`config.mk`:
```
export PLATFORM = sky130hd
export DESIGN_NAME = bounded_updown_counter
export DESIGN_NICKNAME = d
export VERILOG_FILES = /design/src/rtl/bounded_updown_counter_pkg.sv /design/src/rtl/bounded_updown_counter_step_unit.sv /design/src/rtl/bounded_updown_counter.sv
export SDC_FILE = /design/constraint.sdc
export NUM_CORES = 1
export LEC_CHECK = 0
export BUFFER_PORTS_ARGS = -buffer_cell sky130_fd_sc_hd__buf_2
export CAP_MARGIN = 25
export CORE_UTILIZATION = 52
export DETAILED_ROUTE_END_ITERATION = 10
export GPL_TIMING_DRIVEN = 0
export HOLD_SLACK_MARGIN = 0.12
export PLACE_DENSITY = 0.82
export SYNTH_ARGS = -nofsm -noshare
export SYNTH_HDL_FRONTEND = slang
export SYNTH_HIERARCHICAL = 1
export SYNTH_SLANG_ARGS = --single-unit
export TNS_END_PERCENT = 30
```
`constraint.sdc`:
```
create_clock -name clock -period 2.45 [get_ports clock]
set_input_delay 0.1225 -clock clock [delete_from_list [all_inputs] [get_ports clock]]
set_output_delay 0.1225 -clock clock [all_outputs]
set_load 0.03 [all_outputs]
```
`src/rtl/bounded_updown_counter_pkg.sv`:
```
// Shared types for the bounded up/down counter.
// FSM states, step direction and the wrap/saturate mode constants.
package bounded_updown_counter_pkg;

  typedef enum logic [1:0] {
    IDLE     = 2'd0,
    UP_ACK   = 2'd1,
    DOWN_ACK = 2'd2
  } state_t;

  typedef enum logic {
    DIR_UP   = 1'b0,
    DIR_DOWN = 1'b1
  } dir_t;

  localparam bit WRAP_MODE = 1'b1;
  localparam bit SAT_MODE  = 1'b0;

endpackage

```
`src/rtl/bounded_updown_counter_step_unit.sv`:
```
// Combinational step: applies +/-step against [MIN_VAL,MAX_VAL]
// with wrap or saturate, and flags crossings of either bound.
module bounded_updown_counter_step_unit
  import bounded_updown_counter_pkg::*;
#(
  parameter int SIZE    = 8,
  parameter int STEP_W  = 4,
  parameter int MIN_VAL = 0,
  parameter int MAX_VAL = 2**SIZE-1,
  parameter bit WRAP    = WRAP_MODE
) (
  input  logic [SIZE-1:0]   i_count,
  input  logic [STEP_W-1:0] i_step,
  input  dir_t              i_dir,
  output logic [SIZE-1:0]   o_next,
  output logic              o_ovf,
  output logic              o_unf
);

  localparam int W = SIZE + 1;
  localparam logic [W-1:0] MINW = W'(MIN_VAL);
  localparam logic [W-1:0] MAXW = W'(MAX_VAL);
  localparam logic [W-1:0] RNG  = W'(MAX_VAL - MIN_VAL + 1);

  logic [W-1:0] w_cnt;
  logic [W-1:0] w_step;
  logic [W-1:0] w_sum;
  logic [W-1:0] w_head;
  logic [W-1:0] w_res;

  assign w_cnt  = {1'b0, i_count};
  assign w_step = W'(i_step);
  assign w_sum  = w_cnt + w_step;
  // room below the count; comparing against it avoids any borrow
  assign w_head = w_cnt - MINW;

  always_comb begin
    w_res = w_cnt;
    o_ovf = 1'b0;
    o_unf = 1'b0;
    if (i_dir == DIR_UP) begin
      if (w_sum > MAXW) begin
        o_ovf = 1'b1;
        w_res = (WRAP == WRAP_MODE) ? w_sum - RNG : MAXW;
      end else begin
        w_res = w_sum;
      end
    end else begin
      if (w_step > w_head) begin
        o_unf = 1'b1;
        w_res = (WRAP == WRAP_MODE) ? w_cnt + RNG - w_step : MINW;
      end else begin
        w_res = w_cnt - w_step;
      end
    end
  end

  assign o_next = SIZE'(w_res);

endmodule

```
`src/rtl/bounded_updown_counter.sv`:
```
// Bounded up/down counter with 4-phase req/ack handshake,
// parallel load with clamp, terminal flags and ovf/unf pulses.
module bounded_updown_counter
  import bounded_updown_counter_pkg::*;
#(
  parameter int SIZE      = 8,
  parameter int STEP_W    = 4,
  parameter int MIN_VAL   = 0,
  parameter int MAX_VAL   = 2**SIZE-1,
  parameter int RESET_VAL = MIN_VAL,
  parameter bit WRAP      = WRAP_MODE
) (
  input  logic              clock,
  input  logic              reset,
  input  logic              up,
  input  logic              down,
  input  logic              load,
  input  logic [SIZE-1:0]   data,
  input  logic [STEP_W-1:0] step,
  output logic              upAck,
  output logic              downAck,
  output logic [SIZE-1:0]   counter,
  output logic              atMax,
  output logic              atMin,
  output logic              overflow,
  output logic              underflow
);

  localparam logic [SIZE-1:0] MINS = SIZE'(MIN_VAL);
  localparam logic [SIZE-1:0] MAXS = SIZE'(MAX_VAL);
  localparam logic [SIZE-1:0] RSTS = SIZE'(RESET_VAL);

  state_t          r_state;
  logic [SIZE-1:0] r_count;
  logic            r_up_ack;
  logic            r_dn_ack;
  logic            r_ovf;
  logic            r_unf;

  dir_t            w_dir;
  logic [SIZE-1:0] w_next;
  logic            w_ovf;
  logic            w_unf;
  logic [SIZE-1:0] w_clamp;

  assign w_dir = up ? DIR_UP : DIR_DOWN;

  bounded_updown_counter_step_unit #(
    .SIZE    (SIZE),
    .STEP_W  (STEP_W),
    .MIN_VAL (MIN_VAL),
    .MAX_VAL (MAX_VAL),
    .WRAP    (WRAP)
  ) u_step (
    .i_count (r_count),
    .i_step  (step),
    .i_dir   (w_dir),
    .o_next  (w_next),
    .o_ovf   (w_ovf),
    .o_unf   (w_unf)
  );

  assign w_clamp = (data < MINS) ? MINS :
                   (data > MAXS) ? MAXS : data;

  always_ff @(posedge clock) begin
    if (reset) begin
      r_state  <= IDLE;
      r_count  <= RSTS;
      r_up_ack <= 1'b0;
      r_dn_ack <= 1'b0;
      r_ovf    <= 1'b0;
      r_unf    <= 1'b0;
    end else begin
      r_ovf <= 1'b0;
      r_unf <= 1'b0;
      if (load) begin
        // state held: a pending request is taken next cycle
        r_count <= w_clamp;
      end else begin
        unique case (r_state)
          IDLE: begin
            if (up) begin
              r_count  <= w_next;
              r_ovf    <= w_ovf;
              r_state  <= UP_ACK;
              r_up_ack <= 1'b1;
            end else if (down) begin
              r_count  <= w_next;
              r_unf    <= w_unf;
              r_state  <= DOWN_ACK;
              r_dn_ack <= 1'b1;
            end
          end
          UP_ACK: begin
            if (!up) begin
              r_state  <= IDLE;
              r_up_ack <= 1'b0;
            end
          end
          DOWN_ACK: begin
            if (!down) begin
              r_state  <= IDLE;
              r_dn_ack <= 1'b0;
            end
          end
          default: begin
            r_state  <= IDLE;
            r_up_ack <= 1'b0;
            r_dn_ack <= 1'b0;
          end
        endcase
      end
    end
  end

  assign counter   = r_count;
  assign upAck     = r_up_ack;
  assign downAck   = r_dn_ack;
  assign overflow  = r_ovf;
  assign underflow = r_unf;
  assign atMax     = (r_count == MAXS);
  assign atMin     = (r_count == MINS);

endmodule

```
==> results of run 1 <==
## tightest hold or removal path: stages
cell	delay [ns]
buf_2	0.07
mux2i_1	0.05
nor2_1	0.07
mux2_2	0.14
## stage by stage
step | util, % | hold slack [ns] | std cells | instance area, um2
final | 70.5 | 0.206 | 202 | 1440
after global routing | 70.5 | 0.202 | 202 | 1440
after CTS | 69.5 | 0.204 | 202 | 1420
after detailed placement | 66.7 | 0.380 | 196 | 1360
after global placement | 66.7 | 0.368 | 196 | 1360
after floorplan | - | 0.199 | 140 | 1180
## flip-flops by register name, summed over array words and instances, names as in the netlist
signal / cells
r_state: 2
overflow: 1
upAck: 1
downAck: 1
underflow: 1
counter: 8
## cell usage in the layout, fill, tap and decap left out, types with 3 or more instances in the layout
cell type,count
a21oi_1,7
buf_2,30
clkbuf_4,3
dfxtp_1,12
ha_1,7
inv_1,10
mux2_2,8
mux2i_1,11
nand2_1,4
nor2_1,18
nor2b_1,12
nor3_1,4
o21ai_0,4
xnor2_1,4
## logic make-up (layout without fill, tap and decap cells)
kind of cell | Yosys count | in the layout | synth area share, %
AO/OA/AOI/OAI | 22 | 22 | 13.1
XOR/XNOR | 6 | 6 | 4.44
adder cells (fa/ha/maj) | 10 | 10 | 11.8
buffers and inverters | 16 | 51 | 6.13
flip-flops | 14 | 14 | 23.7
multiplexers | 19 | 19 | 16.9
AND/OR/NAND/NOR | 53 | 53 | 23.9
## power groups by stage
stage,Clock (uW),Combinational (uW),Sequential (uW)
after global placement,0,332,296
after floorplan,0,221,333
after detailed placement,0,344,298
after CTS,174,350,295
after global routing,186,392,303
final,171,361,300
## layout make-up
class	instances	area, um2	share of cell area [%]
repair buffers	31	165	11.5
well taps	27	33.8	2.35
flip-flops and latches	14	285	19.8
plain buffers	5	31.3	2.17
multi-input cells	110	846	58.8
clock buffers	4	36.3	2.52
inverters	11	41.3	2.87
## metal layers
metal	part of all wire [%]	global-route usage (%)	vias up	wire [um]
li1	-	-	552	-
met1	40	23.4	529	1150
met2	53	47.5	50	1550
met3	5.5	4.63	6	161
met4	1.6	6.67	0	46
met5	0	0	-	0
## timing repair
| action | 4_1_cts | 5_1_grt |
|---|---|---|
| endpoints found under the setup margin | 0 | 2 |
| gates resized for setup | 0 | 7 |
| endpoints found under the hold margin | 2 | 1 |
| hold buffers | 2 | 1 |
## worst max-delay path by stage
stage,startpoint,endpoint
final,counter[1],counter[6]
after global routing,counter[0],counter[6]
after CTS,counter[2],underflow
after floorplan,counter[0],counter[6]
after detailed placement,counter[0],counter[6]
after global placement,counter[0],counter[6]
==> out/results.txt, run 1 <==
Outcome - complete, no violations
Diodes inserted - 0
Synth-to-layout area growth - 21.6%
DRT iter0 DRCs - 22
Placer Congestion - 0.815
Largest net degree at the start of global routing - 11
Clock power share - 20.5%
Initial antenna violation count - 0
Via/cell ratio - 5.63
Post-DP HPWL - 2.06 mm
Pwr Density - 578 nW/um2
Routed Antenna Nets - 0
Clock tree buffer depth - 2
CP peak stage delay - 0.53 ns
Setup violations, final - 0
Critical path fanouts, max - 8
Leading area contributor after synthesis - dfxtp_1
Syn Nets - 167
Worst-margin pin slew - 0.481 ns
CP required - 2.63 ns
Pleak - 0.000685 uW
Crit path kind - reg -> reg
Vias in the first global route - 1059
Post-synthesis sequential area ratio - 23.7%
Overall routing resource usage - 23.5%
CP Cell Sequence - inv_1 > fa_2 > o21bai_1 > a21o_1 > o31ai_1 > xor2_1 > mux2i_1 > nor2_1 > mux2_2
Ys flop type - dfxtp_1
Final Max Tran Viols - 0
Post-synth EDFFs - 0
Comb power frac - 43.4%
Count of yosys warnings during synthesis - 6
Max Cap Violations - 0
CTS tree - done
Highest Clock Rate - 0.434 GHz
CP endpoint kind - register
Post-Syn Area - 1180 um2
Postcts setup bufs - 0
Starting Density - 58.0%
Pre-CTS setup slack - 0.170 ns
# rows - 16
Reg2Reg Capture Point - counter[6]
Area contributors post-synth - dfxtp_1 (24%), mux2i_1 (9.3%), ha_1 (8.5%)
Post-synth top area share - 23.7%
H-tree depth - 1
Post-layout min period - 2.31 ns
Power Internal - 504 uW
Stages on the worst setup path - 9
Min-delay worst type - in -> reg
Hold path depth - 4
First-pass GRT wire length - 4.42 mm
Synth top cells by count - nor2_1 (18), dfxtp_1 (14), nor2b_1 (12), mux2i_1 (11), inv_1 (10)
Hold Path Sink - counter[3]
Worst path arrival time - 2.49 ns
Most frequent cell after synthesis - nor2_1
Beginning of the worst hold path - data[3]
Routed wire length - 2.90 mm
Top Ports - 31
Die Y-Extent - 49.7 um
Mapped Avg Cell Area - 8.45 um2
RSZ-0062 raised after global routing - no
Core area - 2040 um2
Final hold vios - 0
Cell family with most CP delay - flip-flops
WL/cell - 14.4 um
Die Footprint - 2470 um2
Post-Synthesis Cells - 140
FF-to-FF Start - counter[1]
Cell variety after synth - 39
Sequential share of power - 36.1%
Residual DRC - 0
Share of cells above drive strength 1 - 32.0%
FFs w/ async S/R, synth - 0%
CP max-delay cell - dfxtp_1
FF-to-FF path depth - 9
Fin nets - 203
Final Cycle Share - 94.1%
#FFs+latches synth - 14
R2R Setup Slk - 0.14 ns
Die W - 49.7 um
Switching part of the total power - 39.4%
Rel. slew slack - 68.0%
Final worst setup slack - 0.144 ns
Critical path launch point type - register
Clk pin slew, worst setup/hold paths - 0.09 ns
CP Buf/Inv Count - 1
Grt ovf - 0
FILL cells - 187
Total power - 831 uW
Clock Skews - 0.00322 ns
Clock Latency Late Sink - 0.28 ns
Maximum VDD drop - 0.382 mV
Port Buffer Count - 29
Sw Pwr - 327 uW
TritonCTS buffer count - 3
Clock root cell - clkbuf_4
DRT Pass-1 Iters - 4
Sinks on Clock Net - 14
Via count - 1137
Fin Setup TNS - 0 ns
No activity file was read; power rests on OpenSTA's default activity.
==> run 2, diff against run 1 <==
Settings changed: ABC_AREA from default to 1, CORE_UTILIZATION 52 to 53.
==> run 2 against run 1 <==
  * Routed wire length is 5.3% higher
  * Via count is 22% higher
  * Count of clock-buffer cells in the layout stayed put
  * Critical path type unchanged
  * Critical endpoint unchanged
  * Largest cell class unchanged
==> out/results.txt, run 2 <==
Storage cell area - 280 um2 (was 285 um2)
Top Ports - 31 (unchanged)
Port Buffer Count - 29 (unchanged)
# rows - 17 (was 16)
Grt ovf - 0 (unchanged)
Syn Nets - 239 (was 167)
Final core utilization - 67.9% (was 70.5%)
Via count - 1387 (was 1137)
Ys flop type - dfxtp_1 (unchanged)
Routed Antenna Nets - 0 (unchanged)
CTS tree - done (unchanged)
Post-synth EDFFs - 0 (unchanged)
Highest Clock Rate - 0.488 GHz (was 0.434 GHz)
Residual DRC - 0 (unchanged)
Die Y-Extent - 51.9 um (was 49.7 um)
CP required - 2.63 ns (about the same)
Mapped Avg Cell Area - 6.22 um2 (was 8.45 um2)
Vias in the first global route - 1221 (was 1059)
Core area - 2280 um2 (was 2040 um2)
WL/cell - 11.2 um (was 14.4 um)
FFs w/ async S/R, synth - 0% (unchanged)
Clock tree buffer depth - 2 (unchanged)
Synth-to-layout area growth - 17.2% (was 21.6%)
Worst path arrival time - 2.23 ns (was 2.49 ns)
Share of cells above drive strength 1 - 26.8% (was 32.0%)
Crit path kind - reg -> reg (unchanged)
Clk pin slew, worst setup/hold paths - 0.09 ns (about the same)
First-pass GRT wire length - 5.30 mm (was 4.42 mm)
DRT Pass-1 Iters - 4 (unchanged)
Routed wire length - 3.06 mm (was 2.90 mm)
Worst-margin pin slew - 0.320 ns (was 0.481 ns)
Post-synthesis sequential area ratio - 21.3% (was 23.7%)
Post-layout min period - 2.05 ns (was 2.31 ns)
Die Footprint - 2690 um2 (was 2470 um2)
#FFs+latches synth - 14 (unchanged)
H-tree depth - 1 (unchanged)
Largest net degree at the start of global routing - 11 (unchanged)
Die W - 51.9 um (was 49.7 um)
FF-to-FF path depth - 15 (was 9)
Diodes inserted - 0 (unchanged)
Final worst setup slack - 0.403 ns (was 0.144 ns)
Via/cell ratio - 5.06 (was 5.63)
Fin area - 1550 um2 (was 1440 um2)
Maximum VDD drop - 0.496 mV (was 0.382 mV)
Clock Latency Late Sink - 0.29 ns (was 0.28 ns)
Pleak - 0.000857 uW (was 0.000685 uW)
Final hold vios - 0 (unchanged)
Crit path to - counter[6] (unchanged)
Critical path launch point type - register (unchanged)
Fin nets - 274 (was 203)
Starting Density - 57.9% (was 58.0%)
Count of yosys warnings during synthesis - 6 (unchanged)
Postcts setup bufs - 0 (unchanged)
Min-delay worst type - in -> reg (unchanged)
TritonCTS buffer count - 3 (unchanged)
Final Max Tran Viols - 0 (unchanged)
Fin Setup TNS - 0 ns (unchanged)
Outcome - complete, no violations (unchanged)
Area occupied by multi-input gates - 892 um2 (was 846 um2)
FF-to-FF Start - counter[0] (was counter[1])
Pre-CTS setup slack - 0.447 ns (was 0.170 ns)
Reg2Reg Capture Point - counter[6] (unchanged)
Final Cycle Share - 83.6% (was 94.1%)
Setup violations, final - 0 (unchanged)
Area contributors post-synth - dfxtp_1 (21%), nand2_1 (20%), ha_1 (7.6%) (was dfxtp_1 (24%), mux2i_1 (9.3%), ha_1 (8.5%))
Hold Slack - 0.132 ns (was 0.206 ns)
Initial antenna violation count - 0 (unchanged)
Max Cap Violations - 0 (unchanged)
FILL cells - 213 (was 187)
Post-synth top area share - 21.3% (was 23.7%)
CP endpoint kind - register (unchanged)
GR peak layer - met2 (unchanged)
Sinks on Clock Net - 14 (unchanged)
Number of flip-flops in the largest register - 8 (unchanged)
Rel. slew slack - 78.6% (was 68.0%)
Pwr Density - 559 nW/um2 (was 578 nW/um2)
Placer Congestion - 0.883 (was 0.815)
Overall routing resource usage - 26.4% (was 23.5%)
R2R Setup Slk - 0.40 ns (was 0.14 ns)
RSZ-0062 raised after global routing - no (unchanged)
Post-DP HPWL - 2.37 mm (was 2.06 mm)
Most frequent cell after synthesis - nand2_1 (was nor2_1)
DRT iter0 DRCs - 34 (was 22)
Commonest non-fill, non-tap cells in the layout - nand2_1 (71), buf_2 (29), inv_1 (20) (was buf_2 (30), nor2_1 (18), nor2b_1 (12), dfxtp_1 (12), mux2i_1 (11))
Leading area contributor after synthesis - dfxtp_1 (unchanged)
Critical path fanouts, max - 6 (was 8)
GRT met2 Usage - 44.0% (was 47.5%)
Clock Skews - 0.0104 ns (was 0.00322 ns)
Worst Setup SP - counter[0] (was counter[1])
Synth top cells by count - nand2_1 (71), inv_1 (20), nor2_1 (18), nand3_1 (17), dfxtp_1 (14) (was nor2_1 (18), dfxtp_1 (14), nor2b_1 (12), mux2i_1 (11), inv_1 (10))
Met3 usage - 5.26% (was 4.63%)
M1 GR Usage - 34.8% (was 23.4%)
Placed instance area - 1500 um2 (was 1360 um2)
Clock root cell - clkbuf_4 (unchanged)
Cell variety after synth - 30 (was 39)
Post-Syn Area - 1320 um2 (was 1180 um2)
Post-Synthesis Cells - 212 (was 140)
Most common library cell in the layout ignoring fill and taps - nand2_1 (was buf_2)
## run 2: cell types whose count changed after synthesis, moves of 8 or more
| cell | previous run | this run |
|---|---|---|
| nor2_2 | 0 | 11 |
| nand3_1 | 0 | 17 |
| o21ai_1 | 0 | 10 |
| nor2b_1 | 12 | 0 |
| nand2_1 | 4 | 71 |
| mux2_2 | 8 | 0 |
| mux2i_1 | 11 | 0 |
| inv_1 | 10 | 20 |
## run 2: cells by family after synthesis
family	after synthesis	share of synthesized area, %
DFF	14	21.3
AOI/OAI and AO/OA	19	8.63
and+or+nand+nor	136	47.1
buffers and inverters	31	11.1
adders and majority gates	10	10.6
xor gates and xnor gates	2	1.33
## run 2: metrics by stage
step / std cells / total power, uW
final: 274 / 863
after global routing: 274 / 939
after CTS: 274 / 868
after detailed placement: 269 / 702
after global placement: 269 / 694
after floorplan: 212 / 605
## run 2: repair_timing
action                    4_1_cts  5_1_grt
hold buffers                    1        0
resized for setup               0        0
hold endpoints to repair        1        0
## run 2: layer usage
| layer | vias up | routed length [um] |
|---|---|---|
| met3 | 4 | 180 |
| li1 | 747 | - |
| met2 | 42 | 1400 |
| met5 | - | 0 |
| met4 | 0 | 29 |
| met1 | 594 | 1440 |
## run 2: worst min-delay path by stage
stage	start	to	slack, ns	cells after the start
2_1_floorplan	reset	upAck	0.19	1
3_3_place_gp	reset	upAck	0.30	2
3_5_place_dp	reset	upAck	0.30	2
4_1_cts	down	underflow	0.13	3
5_1_grt	down	underflow	0.12	3
6_report	down	underflow	0.13	3
## run 2: critical path, cell delays in order (launching register included)
cell and delay (ns):
dfxtp_1 0.44, inv_1 0.07, ha_1 0.24, fa_1 0.36, inv_1 0.10, nand2_1 0.06
nand2_1 0.06, nand2_1 0.08, nand2_1 0.11, nand3_1 0.08, nand2_1 0.06, nand2_1 0.05
nand2_1 0.06, nand2_1 0.05, nor2_2 0.09, nor2_1 0.04
## run 2: power breakdown
group          internal [uW]  switching, uW  total, uW
Sequential               252           40.7        293
Clock                   90.6           73.0        164
Combinational            149            258        407
## run 2: final cells by class
cell class | count | share of cell area [%]
Clock buffer | 4 | 2.35
Buffer | 5 | 2.75
Inverter | 26 | 6.72
Multi-Input combinational cell | 167 | 57.7
Timing Repair Buffer | 30 | 10.0
Tap cell | 28 | 2.27
Sequential cell | 14 | 18.1
